### src/rtl/d_ff_debounce.sv
// d_ff_debounce: two-flop synchroniser plus counter-qualified debouncer with level and edge-pulse outputs
module d_ff_debounce #(
  parameter int DEBOUNCE_CYCLES = 4,
  parameter int CNT_W = 8
) (
  input  logic clk,
  input  logic rst_n,
  input  logic d_in,
  output logic q,
  output logic qb,
  output logic rise,
  output logic fall,
  output logic busy
);
  typedef enum logic [1:0] {STABLE_LO, PEND_HI, STABLE_HI, PEND_LO} state_t;
  localparam logic [CNT_W-1:0] LIM = CNT_W'(DEBOUNCE_CYCLES - 1);
  localparam bit ONE = DEBOUNCE_CYCLES == 1;
  state_t state, state_nx;
  logic [CNT_W-1:0] cnt, cnt_nx;
  logic s1, s2, q_nx, rise_nx, fall_nx;
  assign busy = state == PEND_HI || state == PEND_LO;
  always_ff @(posedge clk or negedge rst_n) begin
    if (!rst_n) begin
      s1 <= 1'b0;
      s2 <= 1'b0;
      state <= STABLE_LO;
      cnt <= '0;
      q <= 1'b0;
      qb <= 1'b1;
      rise <= 1'b0;
      fall <= 1'b0;
    end else begin
      s1 <= d_in;
      s2 <= s1;
      state <= state_nx;
      cnt <= cnt_nx;
      q <= q_nx;
      qb <= ~q_nx;
      rise <= rise_nx;
      fall <= fall_nx;
    end
  end
  // any disagreement with the candidate level aborts and clears the count
  always_comb begin
    state_nx = state;
    cnt_nx = cnt;
    q_nx = q;
    rise_nx = 1'b0;
    fall_nx = 1'b0;
    case (state)
      STABLE_LO:
        if (s2) begin
          if (ONE) begin
            state_nx = STABLE_HI;
            q_nx = 1'b1;
            rise_nx = 1'b1;
          end else begin
            state_nx = PEND_HI;
            cnt_nx = CNT_W'(1);
          end
        end
      PEND_HI:
        if (!s2) begin
          state_nx = STABLE_LO;
          cnt_nx = '0;
        end else if (cnt == LIM) begin
          state_nx = STABLE_HI;
          q_nx = 1'b1;
          rise_nx = 1'b1;
          cnt_nx = '0;
        end else cnt_nx = cnt + 1'b1;
      STABLE_HI:
        if (!s2) begin
          if (ONE) begin
            state_nx = STABLE_LO;
            q_nx = 1'b0;
            fall_nx = 1'b1;
          end else begin
            state_nx = PEND_LO;
            cnt_nx = CNT_W'(1);
          end
        end
      PEND_LO:
        if (s2) begin
          state_nx = STABLE_HI;
          cnt_nx = '0;
        end else if (cnt == LIM) begin
          state_nx = STABLE_LO;
          q_nx = 1'b0;
          fall_nx = 1'b1;
          cnt_nx = '0;
        end else cnt_nx = cnt + 1'b1;
    endcase
  end
endmodule
### config.mk
export PLATFORM = sky130hd
export DESIGN_NAME = d_ff_debounce
export DESIGN_NICKNAME = d
export VERILOG_FILES = /design/src/rtl/d_ff_debounce.sv
export SDC_FILE = /design/constraint.sdc
export NUM_CORES = 1
export LEC_CHECK = 0
export ABC_CLOCK_PERIOD_IN_PS = 2200
export BUFFER_PORTS_ARGS = -buffer_cell sky130_fd_sc_hd__buf_2
export CORE_MARGIN = 1.5
export CORE_UTILIZATION = 54
export DETAILED_ROUTE_END_ITERATION = 10
export PLACE_DENSITY = 0.74
export SLEW_MARGIN = 20
export SYNTH_ARGS = -nofsm -noshare
export SYNTH_HDL_FRONTEND = slang
export SYNTH_SLANG_ARGS = --single-unit
### constraint.sdc
create_clock -name clk -period 2.2 [get_ports clk]
set_input_delay 0.22 -clock clk [delete_from_list [all_inputs] [get_ports clk]]
set_output_delay 0.22 -clock clk [all_outputs]
set_load 0.005 [all_outputs]
# Word level (Yosys, flattened, before mapping)
# Cells that the tools add are included.
# W data, S select, Z words.
totals:
  reg_bits: 16
  in_bits: 3
  out_inout_bits: 5
classes:
  muxes: 23
  n_reduce_logical: 4
  bitwise: 1
  n_addsub: 1
  n_eq_ne: 8
op_table:
  columns: ["op", "count"]
  rows:
  - ["$mux W8", 5]
  - ["$pmux W8 S4", 1]
  - ["$mux W2", 6]
  - ["$mux W1", 9]
  - ["$add A8 B1 Y8 const B", 1]
  - ["$eq A8 B2 Y1 const B", 1]
  - ["$pmux W2 S4", 1]
  - ["$ne A3 B2 Y1 const B", 2]
  - ["$eq A2 B2 Y1 const B", 2]
  - ["$ne A2 B2 Y1 const B", 2]
  - ["$reduce_and A4 Y1", 1]
  - ["$eq A2 B1 Y1 const B", 1]
  - ["$logic_not A2 Y1", 1]
  - ["$pmux W1 S2", 1]
  - ["$reduce_and A2 Y1", 1]
  - ["$logic_or A1 B1 Y1", 1]
  - ["$not A1 Y1", 1]

# Logic depth before layout (Yosys ltp)
depth:
  ltp_word: 5
  ltp_mapped: 5
  depth_no_buf: 5

# Worst setup path before layout
# No wires, ideal clock.
synth_path:
  path_kind: "flip-flop to flip-flop"
  start: "register cnt[0]"
  end: "register cnt[6]"
  arrival_time_ps: 1613
  setup_ps: 69
  setup_slack_ps: 518
  path_stages_with_launch: 6
  period_less_slack_ps: 1682
  required_ps: 2131
  path_cell_list: "dfrtp_1 ha_1 nor4b_2 a211oi_4 or3b_1 nand3_1"
synth_between:
  elab_chain_len: 4
synth_lines:
  columns: ["item", "line", "text"]
  rows:
  - ["from (decl)", "19", "logic [CNT_W-1:0] cnt, cnt_nx;"]
  - ["from (signal assigned)", "36", "cnt <= cnt_nx;"]
  - ["$add A8 B1 Y8 or $eq A8 B2 Y1 (tied branches)", null, null]
  - ["$mux W8 *", "66, 87", null]
  - ["$mux W8 (on tied branches)", "84, 63", null]
  - ["$pmux W8 S4 *", "50", "case (state)"]
# Mark *: on every way between the ends. The rest lies on a longest branch, timed or not.
# A chain may end at the register's enable or synchronous reset.

# Final worst setup path
# Ends and elaborated chain as after synthesis.

==> metrics <==
Crit. End Element=flip-flop; n_diodes=0; Seq. cell area=402 sq um; Reg-to-Reg End=cnt[6]; Max Cap Viol=0; Die Wd=40.0 um; WS Path Type=reg -> reg; CTS root buffer=clkbuf_4; IR drop worst, VDD=0.609 mV; die area=1600 sq um; number of global-route vias before repair=531; Worst-path clk slew=0.10 ns; EDFF count, synth=0; Clock Skew=0.0120 ns; global-route wire length before repair=2.22 mm; initial antenna violation count=0; Critical Path Slowest Stage Cell=dfrtp_1; Tcrit/Tclk final=0.849; HP Start=d_in; H-tree Lvls=1; status=completed; Fillers=105; Placed Area=788 sq um; asr flop ratio synth=1.00; Slew Limit Fails=0; Core ar.=1280 sq um; CTS buffer count=3; Synth Flop Type=dfrtp_1; TritonCTS clock tree=yes; Startpoint Class=flip-flop; hold endpoint=s1; Detail Route Antenna Nets=0; Cell variety after synth=28; CTS sink cnt=16; synthesized net count=74; Starting Density=0.574; initial DRC count=9; Post-Layout Inst Area=825 sq um; Place WS=0.338 ns; GRT Resource Usage Total=0.221; worst hold-check path type=in -> reg; P&R area growth vs syn=11.7%; PwrDens=1010 nW/um^2; height of the chip=40.0 um; internal reg-to-reg setup slack=0.33 ns; Post-route DRC=0; Clock Latency Late Sink=0.28 ns; Post-Syn Area=738 sq um; utilization after layout=0.642; max incr delay on CP=0.43 ns; RSZ-0062 raised after global routing=no; Tot Pwr=0.834 mW; register area share after synthesis=0.544; Vias/cell=5.83; gpl congestion=0.822; fin worst setup slack=0.331 ns; Avg Inst Size Synth=10.5 sq um; Final Net Count=86; number of buffers added on ports=7; Static Leakage=0.370 nW; Multi-input gate area=322 sq um; crit-path max FO=10; Reg2Reg Depth=5; layout cells sized above 1=0.173; CP required=2.41 ns; Worst Hold Depth=1; wire per inst=13.7 um; most frequent cells in the layout=dfrtp_1 (15), nand2_1 (9), nand3_1 (7), buf_2 (7); via count=560; Slew @ Worst Pin=0.540 ns; leading cell type in the layout, fill and taps excluded=dfrtp_1; Rel. slew slack=0.637; Pre-Repair DR Iteration Count=4; Post-CTS Setup Bufs=0; FF-to-FF Start=cnt[0]; max frequency=535 MHz; WL final=1.31 mm; Hold Fails Final Rpt=0; synth warn=0; Clock Tree Buf Depth=2; Post-Syn Instances=70; IO Pins=8; synthesis-stage register bit count=16; Placement Rows=13; DP HPWL=968 um; GR Overflow Total=0; setup TNS=0 ns; Data arrival, critical path=2.08 ns; Setup-failing EPs final=0; largest net degree at the start of global routing=17; post-layout min period=1.87 ns; crit-path cells=ha_1 -> nor4b_2 -> a211oi_4 -> or3b_1 -> nand3_1
==> worst max-delay path, delay by kind of cell, from the launching register on <==
family          cells  cell delay, ns
fa+ha+maj           1            0.28
compound gates      1            0.41
flops               1            0.43
simple gates        3            0.69
==> cells by family after synthesis <==
| kind of cell | count (synthesis) | share of synthesized area |
|---|---|---|
| adder cells (fa/ha/maj) | 1 | 0.0169 |
| buffers and inverters | 4 | 0.0203 |
| XOR/XNOR | 3 | 0.0356 |
| AO/OA/AOI/OAI | 15 | 0.139 |
| multiplexers | 3 | 0.0441 |
| AND/OR/NAND/NOR | 28 | 0.200 |
| flip-flops | 16 | 0.544 |
==> worst max path at each step <==
stage	start	end	slack, ns	cells after the start
floorplan	cnt[0]	cnt[6]	0.52	5
global placement	cnt[0]	flip-flop	0.44	4
detailed placement	cnt[0]	flip-flop	0.34	4
CTS	cnt[0]	cnt[6]	0.33	5
global route	cnt[0]	flip-flop	0.21	4
finish	cnt[0]	cnt[6]	0.33	5
==> cell usage after synthesis (2+ instances only) <==
library cell | count | area share
a21oi_1 | 4 | 0.027
a31oi_1 | 4 | 0.034
dfrtp_1 | 15 | 0.51
inv_1 | 3 | 0.015
nand2_1 | 9 | 0.046
nand3_1 | 7 | 0.047
nor2_1 | 3 | 0.015
nor2b_1 | 2 | 0.017
nor3_1 | 2 | 0.014
o21ai_1 | 2 | 0.014
xor2_1 | 2 | 0.024
==> stage by stage <==
stage / hold slack [ns] / instances
after detailed placement: 0.149 / 91
after CTS: 0.0333 / 96
after global routing: 0.0190 / 96
final: 0.0355 / 96
after floorplan: -0.0756 / 70
after global placement: 0.147 / 91
==> cell type report <==
class / instances / area share
inverters: 3 / 0.0137
multi-input cells: 50 / 0.390
well taps: 15 / 0.0228
clock buffers: 4 / 0.0319
flip-flops and latches: 16 / 0.487
repair buffers: 8 / 0.0546
==> layer usage <==
metal / share of wire / wire [um] / track usage / vias to the layer above
li1: - / - / - / 272
met1: 0.45 / 592 / 0.262 / 272
met2: 0.51 / 665 / 0.375 / 14
met3: 0.031 / 40 / 0.0500 / 2
met4: 0.0092 / 12 / 0.103 / 0
met5: 0 / 0 / 0 / -
==> where the power goes <==
group	switching (mW)	internal, mW	total [mW]	leakage [nW]
combinational	0.153	0.115	0.267	0.152
clock	0.0888	0.0702	0.159	0.0150
sequential	0.0664	0.341	0.407	0.203
total	0.308	0.526	0.834	0.370
==> what timing repair did <==
item / CTS / global route
gates resized for setup: 0 / 0
hold endpoints to repair: 15 / 0
hold buffers: 1 / 0
(Power assumes the default switching activity.)
